==> src/rtl/uart_pkg.sv <==
// Shared definitions for the UART receive path: FSM states, parity modes, frame length helper.
package uart_pkg;

    typedef enum logic [2:0] {
        ST_IDLE,
        ST_START,
        ST_DATA,
        ST_PARITY,
        ST_STOP,
        ST_BRK_WAIT
    } rx_state_e;

    localparam logic PAR_EVEN = 1'b0;
    localparam logic PAR_ODD  = 1'b1;

    // Bit periods in one frame: start + data + optional parity + stop bits.
    function automatic int unsigned frame_bits(input int unsigned dbit,
                                               input int unsigned par_en,
                                               input int unsigned stop_bits);
        return 1 + dbit + ((par_en != 0) ? 1 : 0) + stop_bits;
    endfunction

endpackage

==> src/rtl/uart_rx_sync.sv <==
// Line front end: 2-flop synchroniser, oversample tick counter and 3-sample majority voter.
// dec_o strobes for one clk on the tick where the voted bit for the current bit period is final.
module uart_rx_sync #(
    parameter int unsigned OS = 16
) (
    input  logic clk,
    input  logic rst,
    input  logic rx_i,
    input  logic s_tick_i,
    input  logic clr_i,
    output logic rx_sync_o,
    output logic vote_o,
    output logic dec_o
);

    localparam int unsigned CW = $clog2(OS);
    localparam logic [CW-1:0] T_A  = CW'(OS / 2 - 1);
    localparam logic [CW-1:0] T_B  = CW'(OS / 2);
    localparam logic [CW-1:0] T_C  = CW'(OS / 2 + 1);
    localparam logic [CW-1:0] LAST = CW'(OS - 1);

    logic [1:0]    sync_q;
    logic [CW-1:0] cnt_q, cnt_d;
    logic [1:0]    smp_q, smp_d;

    assign rx_sync_o = sync_q[1];

    // Two-stage synchroniser; resets to the idle (high) line level.
    always_ff @(posedge clk or posedge rst) begin
        if (rst) begin
            sync_q <= '1;
        end else begin
            sync_q <= {sync_q[0], rx_i};
        end
    end

    // Tick counter and capture of the first two vote samples.
    always_comb begin
        cnt_d = cnt_q;
        smp_d = smp_q;
        if (clr_i) begin
            cnt_d = '0;
        end else if (s_tick_i) begin
            if (cnt_q == T_A) smp_d[0] = rx_sync_o;
            if (cnt_q == T_B) smp_d[1] = rx_sync_o;
            cnt_d = (cnt_q == LAST) ? '0 : cnt_q + 1'b1;
        end
    end

    // Counter and sample registers.
    always_ff @(posedge clk or posedge rst) begin
        if (rst) begin
            cnt_q <= '0;
            smp_q <= '1;
        end else begin
            cnt_q <= cnt_d;
            smp_q <= smp_d;
        end
    end

    // Third sample is the live synced level on the decision tick.
    always_comb begin
        dec_o  = s_tick_i && !clr_i && (cnt_q == T_C);
        vote_o = (smp_q[0] & smp_q[1]) | (smp_q[0] & rx_sync_o) | (smp_q[1] & rx_sync_o);
    end

endmodule

==> src/rtl/uart_rx_ctrl.sv <==
// Oversampling UART receiver: framing FSM, shift register, parity/stop/break checks and a
// single-entry valid/ready holding register with overrun reporting.
module uart_rx_ctrl import uart_pkg::*; #(
    parameter int unsigned DBIT      = 8,
    parameter int unsigned OS        = 16,
    parameter int unsigned PARITY_EN = 1,
    parameter int unsigned STOP_BITS = 1
) (
    input  logic            clk,
    input  logic            rst,
    input  logic            rx,
    input  logic            s_tick,
    input  logic            parity_odd,
    output logic [DBIT-1:0] rx_dout,
    output logic            rx_valid,
    input  logic            rx_ready,
    output logic            parity_err,
    output logic            frame_err,
    output logic            break_det,
    output logic            overrun_err
);

    localparam int unsigned BCW = $clog2(DBIT + 1);
    localparam logic [BCW-1:0] LAST_DATA = BCW'(DBIT - 1);
    localparam logic [BCW-1:0] LAST_STOP = BCW'(STOP_BITS - 1);

    rx_state_e       state_q, state_d;
    logic [BCW-1:0]  bit_cnt_q, bit_cnt_d;
    logic [DBIT-1:0] shreg_q, shreg_d;
    logic            par_odd_q, par_odd_d;
    logic            par_bit_q, par_bit_d;
    logic            stop0_q, stop0_d;
    logic            run_fe_q, run_fe_d;

    logic [DBIT-1:0] dout_q, dout_d;
    logic            valid_q, valid_d;
    logic            pe_q, pe_d;
    logic            fe_q, fe_d;
    logic            bk_q, bk_d;
    logic            ovr_q, ovr_d;

    logic            rx_sync, vote, dec, clr;
    logic            done, done_pe, done_fe, done_bk, first_stop;

    assign clr = (state_q == ST_IDLE) || (state_q == ST_BRK_WAIT);

    uart_rx_sync #(.OS(OS)) u_sync (
        .clk       (clk),
        .rst       (rst),
        .rx_i      (rx),
        .s_tick_i  (s_tick),
        .clr_i     (clr),
        .rx_sync_o (rx_sync),
        .vote_o    (vote),
        .dec_o     (dec)
    );

    // Frame FSM: advances on bit decisions, reports completion with its flags.
    always_comb begin
        state_d    = state_q;
        bit_cnt_d  = bit_cnt_q;
        shreg_d    = shreg_q;
        par_odd_d  = par_odd_q;
        par_bit_d  = par_bit_q;
        stop0_d    = stop0_q;
        run_fe_d   = run_fe_q;
        done       = 1'b0;
        done_pe    = 1'b0;
        done_fe    = 1'b0;
        done_bk    = 1'b0;
        first_stop = stop0_q;
        unique case (state_q)
            ST_IDLE: begin
                if (!rx_sync) state_d = ST_START;
            end
            ST_START: begin
                if (dec) begin
                    if (vote) begin
                        state_d = ST_IDLE;
                    end else begin
                        state_d   = ST_DATA;
                        bit_cnt_d = '0;
                        par_odd_d = parity_odd;
                        par_bit_d = 1'b0;
                        run_fe_d  = 1'b0;
                    end
                end
            end
            ST_DATA: begin
                if (dec) begin
                    shreg_d = {vote, shreg_q[DBIT-1:1]};
                    if (bit_cnt_q == LAST_DATA) begin
                        bit_cnt_d = '0;
                        state_d   = (PARITY_EN != 0) ? ST_PARITY : ST_STOP;
                    end else begin
                        bit_cnt_d = bit_cnt_q + 1'b1;
                    end
                end
            end
            ST_PARITY: begin
                if (dec) begin
                    par_bit_d = vote;
                    bit_cnt_d = '0;
                    state_d   = ST_STOP;
                end
            end
            ST_STOP: begin
                if (dec) begin
                    first_stop = (bit_cnt_q == '0) ? vote : stop0_q;
                    stop0_d    = first_stop;
                    run_fe_d   = run_fe_q | ~vote;
                    if (bit_cnt_q == LAST_STOP) begin
                        done    = 1'b1;
                        done_fe = run_fe_q | ~vote;
                        done_pe = (PARITY_EN != 0) ? ((^shreg_q ^ par_bit_q) != par_odd_q) : 1'b0;
                        done_bk = (shreg_q == '0) && !par_bit_q && !first_stop;
                        state_d = done_bk ? ST_BRK_WAIT : ST_IDLE;
                    end else begin
                        bit_cnt_d = bit_cnt_q + 1'b1;
                    end
                end
            end
            ST_BRK_WAIT: begin
                if (rx_sync) state_d = ST_IDLE;
            end
            default: state_d = ST_IDLE;
        endcase
    end

    // Frame FSM and datapath registers.
    always_ff @(posedge clk or posedge rst) begin
        if (rst) begin
            state_q   <= ST_IDLE;
            bit_cnt_q <= '0;
            shreg_q   <= '0;
            par_odd_q <= 1'b0;
            par_bit_q <= 1'b0;
            stop0_q   <= 1'b0;
            run_fe_q  <= 1'b0;
        end else begin
            state_q   <= state_d;
            bit_cnt_q <= bit_cnt_d;
            shreg_q   <= shreg_d;
            par_odd_q <= par_odd_d;
            par_bit_q <= par_bit_d;
            stop0_q   <= stop0_d;
            run_fe_q  <= run_fe_d;
        end
    end

    // Holding register: load on completion if free or being popped, otherwise drop and flag overrun.
    always_comb begin
        dout_d  = dout_q;
        valid_d = valid_q;
        pe_d    = pe_q;
        fe_d    = fe_q;
        bk_d    = bk_q;
        ovr_d   = 1'b0;
        if (done) begin
            if (!valid_q || rx_ready) begin
                dout_d  = shreg_q;
                valid_d = 1'b1;
                pe_d    = done_pe;
                fe_d    = done_fe;
                bk_d    = done_bk;
            end else begin
                ovr_d = 1'b1;
            end
        end else if (valid_q && rx_ready) begin
            valid_d = 1'b0;
            pe_d    = 1'b0;
            fe_d    = 1'b0;
            bk_d    = 1'b0;
        end
    end

    // Output registers.
    always_ff @(posedge clk or posedge rst) begin
        if (rst) begin
            dout_q  <= '0;
            valid_q <= 1'b0;
            pe_q    <= 1'b0;
            fe_q    <= 1'b0;
            bk_q    <= 1'b0;
            ovr_q   <= 1'b0;
        end else begin
            dout_q  <= dout_d;
            valid_q <= valid_d;
            pe_q    <= pe_d;
            fe_q    <= fe_d;
            bk_q    <= bk_d;
            ovr_q   <= ovr_d;
        end
    end

    assign rx_dout     = dout_q;
    assign rx_valid    = valid_q;
    assign parity_err  = pe_q;
    assign frame_err   = fe_q;
    assign break_det   = bk_q;
    assign overrun_err = ovr_q;

endmodule

==> config.mk <==
export PLATFORM = sky130hd
export DESIGN_NAME = uart_rx_ctrl
export DESIGN_NICKNAME = d
export VERILOG_FILES = /design/src/rtl/uart_pkg.sv /design/src/rtl/uart_rx_sync.sv /design/src/rtl/uart_rx_ctrl.sv
export SDC_FILE = /design/constraint.sdc
export NUM_CORES = 1
export LEC_CHECK = 0
export CORE_MARGIN = 8
export CORE_UTILIZATION = 46
export DETAILED_ROUTE_END_ITERATION = 8
export GPL_TIMING_DRIVEN = 0
export PLACE_DENSITY_LB_ADDON = 0.05
export SYNTH_ARGS = -nofsm -noshare
export SYNTH_HDL_FRONTEND = slang
export SYNTH_SLANG_ARGS = --single-unit
export TNS_END_PERCENT = 30
==> constraint.sdc <==
create_clock -name clk -period 3 [get_ports clk]
set_input_delay 0.45 -clock clk [delete_from_list [all_inputs] [get_ports clk]]
set_output_delay 0.45 -clock clk [all_outputs]
set_load 0.005 [all_outputs]
# Yosys cells after proc, flatten, opt, wreduce, memory -nomap -nowiden
# Index checks and enable logic that the tools add are counted.
# op_classes
addsub	2
n_bitwise	9
eq_ne	22
muxes	52
reduce_logical	31
# ops
op	count
$mux W4	10
$mux W1	28
$mux W3	9
$ne A2 B2 Y1 const B	9
$pmux W3 S6	1
$pmux W4 S4	1
$eq A4 B4 Y1 const B	3
$reduce_and A3 Y1	3
$add A4 B1 Y4 const B	2
$eq A4 B3 Y1 const B	2
$logic_not A8 Y1	1
$reduce_and A2 Y1	4
$reduce_and A4 Y1	2
$reduce_and A8 Y1	1
$reduce_bool A2 Y1	4
$reduce_xor A8 Y1	1
$reduce_and A7 Y1	1
$eq A3 B2 Y1 const B	2
$eq A3 B3 Y1 const B	2
$logic_and A1 B1 Y1	5
$logic_not A1 Y1	4
$logic_not A4 Y1	1
$ne A2 B1 Y1 const B	2
$pmux W1 S2	2
other kinds (10)	16
# totals
word_cells	133
in_bits	6
output_inout_bits	13
regBits	40

# Logic depth before layout (Yosys ltp)
# logic_depth
depth_word	11
ltp_mapped	7
mapped_depth_nobuf	6

# Cells and area by module
# A second synthesis with hierarchy kept.
# unflattened
cells_unflattened	191
area_unflattened_um2	1984.4
# modules_own_cells
mod	seq_area_each_um2	instances	area_per_inst_um2	cells_each
uart_rx_ctrl	775.7	1	1587.8	156
uart_rx_sync	205.2	1	396.6	35

# Worst setup path before layout
# Ideal clock, no wire load.
# synth_path
path_type	register to register
from	register u_sync.cnt_q[1]
to	register dout_q[0] (netlist: rx_dout[0])
path_stages_with_launch	8
period_less_slack_ps	1744
arrival_time_ps	1619
path_buffers	1
setup_ps	125
path_slack_ps	1256
t_required_ps	2875
path_cell_list	dfrtp_1 > inv_1 > ha_1 > and4b_4 > and4_4 > nand2_2 > buf_6 > mux2_4
# synth_via
elab_chain_len	5
# synth_lines
item	line	rtl
start, declared	uart_rx_sync.sv:23	logic [CW-1:0] cnt_q, cnt_d;
start signal, assigned	uart_rx_sync.sv:56	cnt_q <= cnt_d;
$eq A4 B4 Y1	uart_rx_sync.sv:63	dec_o = s_tick_i && !clr_i && (cnt_q == T_C);
$logic_and A1 B1 Y1	uart_rx_sync.sv:63	
$mux W1	uart_rx_ctrl.sv:108	if (dec) begin
$mux W1	uart_rx_ctrl.sv:72	unique case (state_q)
$reduce_and A2 Y1 (no source line)	-	
end signal, assigned	uart_rx_ctrl.sv:187	dout_q <= dout_d;
end, declared	uart_rx_ctrl.sv:35	logic [DBIT-1:0] dout_q, dout_d;
# No other way between the ends.
# A chain may end at the register's enable or synchronous reset.

# Worst setup path after layout
# layout_path
from	register u_sync.cnt_q[1]
to	register dout_q[2] (netlist: rx_dout[2])
# The elaborated chain is that of the path after synthesis.

==> flow_metrics.env <==
export IMPL_cts_buffers=5
export IMPL_postCtsSetupBuffers=0
export IMPL_syn_area_per_cell_um2=10.90
export IMPL_syn_area_um2=2115
export IMPL_dpl_cell_area_um2=2350
export IMPL_synth_edf_count=0
export IMPL_grt_pass1_vias=1467
export IMPL_die_height_um=83.80
export IMPL_drt_iter0_markers=83
export IMPL_max_cap_violations=0
export IMPL_initial_utilization_pct=48.23
export IMPL_cp_required_ns=3.18
export IMPL_cts_tree="done"
export IMPL_finalCritPeriodShare_pct=63.37
export IMPL_holdWs_ns=0.3593
export IMPL_n_antenna_cell=0
export IMPL_cts_hold_buf=0
export IMPL_critical_path_class="reg -> reg"
export IMPL_p_leak_uw=0.001123
export IMPL_final_cell_area_um2=2442
export IMPL_min_path_cells=0
export IMPL_rsz0062_at_grt="no"
export IMPL_hpwl_um=2886
export IMPL_cp_max_fo=10
export IMPL_area_delta_synth_final_pct=15.50
export IMPL_finalHoldViolCount=0
export IMPL_whs_endpoint="u_sync.sync_q[1]$_DFF_PP1_"
export IMPL_cts_sinks=40
export IMPL_place_congestion=0.8562
export IMPL_drive_gt1_share_pct=17.81
export IMPL_mostFrequentLayoutCell="dfrtp_1"
export IMPL_ys_flop_type="dfrtp_1"
export IMPL_async_reset_ff_share_pct=100.0
export IMPL_antenna_found_initial=0
export IMPL_synth_cell_types=47
export IMPL_fp_dieW_um=83.80
export IMPL_clkLatencyLatePin_ns=0.30
export IMPL_htreeDepth=2
export IMPL_grt_max_degree=41
export IMPL_fp_coreArea_um2=4384
export IMPL_dieArea_um2=7022
export IMPL_finalPower_uw=1240
export IMPL_r2r_start="u_sync.cnt_q[1]$_DFFE_PP0P_"
export IMPL_run_status="finished clean"
export IMPL_hold_class="reg -> reg"
export IMPL_io_pins=19
export IMPL_grt_pass1_wl_um=6768
export IMPL_seq_area_frac_synth_pct=47.57
export IMPL_power_density_nw_per_um2=507.6
export IMPL_synth_seq_cells=40
export IMPL_synth_net_count=209
export IMPL_io_buffers=17
export IMPL_worstReg2RegEnd="rx_dout[2]$_DFFE_PP0P_"
export IMPL_setup_tns_ns=0
export IMPL_rows=24
export IMPL_synth_area_leaders="dfrtp_1 (43%), ha_1 (5.3%), dfstp_2 (5.0%), mux2_4 (5.0%), inv_1 (3.2%)"
export IMPL_reg2reg_slack_ns=1.10
export IMPL_grt_use_total_pct=11.50
export IMPL_end_kind="flop"
export IMPL_finClkSkew_ns=0.006017
export IMPL_root_buffer="clkbuf_8"
export IMPL_setup_violations=0
export IMPL_start_kind="flop"
export IMPL_slew_violations=0
export IMPL_yosysTopAreaCell="dfrtp_1"
export IMPL_final_antenna_net_count=0
export IMPL_overflow=0
export IMPL_min_period_ns=1.901
export IMPL_viasPerCell=5.509
export IMPL_wl_per_cell_um=14.48
export IMPL_worst_pin_slew_ns=0.8050
export IMPL_netlist_instances=194
export IMPL_cts_buffer_depth=2
export IMPL_fin_nets=233
export IMPL_final_cell_mix="dfrtp_1 (36), inv_1 (17), nand2_1 (17), clkdlybuf4s50_1 (17), nor2_1 (14)"
export IMPL_fmax_mhz=526.0
export IMPL_clkTransAtPathRegs_ns=0.07
export IMPL_post_cts_resized=0
export IMPL_dr_pass1_iters=4
export IMPL_finalNonFillerCells=271
export IMPL_synth_top_area_share_pct=42.60
export IMPL_hold_start="u_sync.sync_q[0]$_DFF_PP1_"
export IMPL_crit_arrival_ns=2.08
export IMPL_post_route_drc_count=0
export IMPL_vdd_ir_drop_worst_v=0.0002773
export IMPL_via_count=1493
export IMPL_yosysWarningCount=0
export IMPL_reg2reg_depth=7
export IMPL_slew_limit_headroom_pct=46.25
export IMPL_drt_wl_total_um=3925
export IMPL_dpl_cell_count=263
## kinds of logic after synthesis
kind of cell | count (synthesis) | share of synthesized area [%]
XOR/XNOR | 8 | 3.314
adder cells (fa/ha/maj) | 10 | 5.799
AO/OA/AOI/OAI | 30 | 9.586
flip-flops | 40 | 47.57
multiplexers | 18 | 10.65
buffers and inverters | 24 | 5.325
AND/OR/NAND/NOR | 64 | 17.75
## worst max-delay path: stages, from the launching register on
cell and delay (ns):
dfrtp_1 0.43, inv_1 0.10, ha_1 0.18, and4b_4 0.30, and4_4 0.25, nand2_2 0.06
buf_6 0.15, mux2_4 0.30
## how the worst max path moves through the flow
stage / startpoint / to
3_5_place_dp: u_sync.cnt_q[1]$_DFFE_PP0P_ / rx_dout[2]$_DFFE_PP0P_
4_1_cts: u_sync.cnt_q[1]$_DFFE_PP0P_ / rx_dout[2]$_DFFE_PP0P_
2_1_floorplan: u_sync.cnt_q[1]$_DFFE_PP0P_ / rx_dout[0]$_DFFE_PP0P_
5_1_grt: u_sync.cnt_q[1]$_DFFE_PP0P_ / shreg_q[0]$_DFFE_PP0P_
3_3_place_gp: rst / overrun_err$_DFF_PP0_
6_report: u_sync.cnt_q[1]$_DFFE_PP0P_ / rx_dout[2]$_DFFE_PP0P_
## state kept, by name, indices dropped and copies added (netlist names), 2 cells and up
register,cells
u_sync.smp_q,2
shreg_q,8
u_sync.cnt_q,4
rx_dout,8
state_q,3
bit_cnt_q,4
u_sync.sync_q,2
## Yosys cell counts, drive strengths merged (4+ instances only)
library cell,instances
nand3,5
xnor2,5
dfrtp,36
nand4b,4
inv,18
dfstp,4
buf,6
nand2,19
a21oi,5
mux2,15
ha,9
nor2,14
o21ai,11
o2bb2ai,5
## metrics by stage
step	utilization [%]	setup slack, ns
2_1_floorplan	-	1.256
3_3_place_gp	53.60	0.7982
3_5_place_dp	53.60	1.103
4_1_cts	55.71	1.088
5_1_grt	55.71	0.9233
6_report	55.71	1.099
## report_power, final
part           leakage (uW)  internal, uW  switching (uW)
combinational      0.000594           105             107
clock             0.0000510           184             190
sequential         0.000477           597            57.1
total               0.00112           886             354
## layer usage
layer / track usage [%] / part of all wire, %
met1: 12.86 / 46
met2: 19.23 / 48
met3: 4.883 / 5.5
met4: 3.611 / 1.3
met5: 0 / 0
## cell type report
| cell class | count | area, um^2 |
|---|---|---|
| sequential | 40 | 1006 |
| timing repair buffer | 17 | 170.2 |
| tap | 52 | 65.06 |
| multi-input combinational | 130 | 996.0 |
| clock buffer | 6 | 82.58 |
| inverter | 18 | 67.56 |
| fill | 391 | 1942 |
| clock inverter | 2 | 10.01 |
| buffer | 6 | 45.04 |
(Power assumes the default switching activity.)
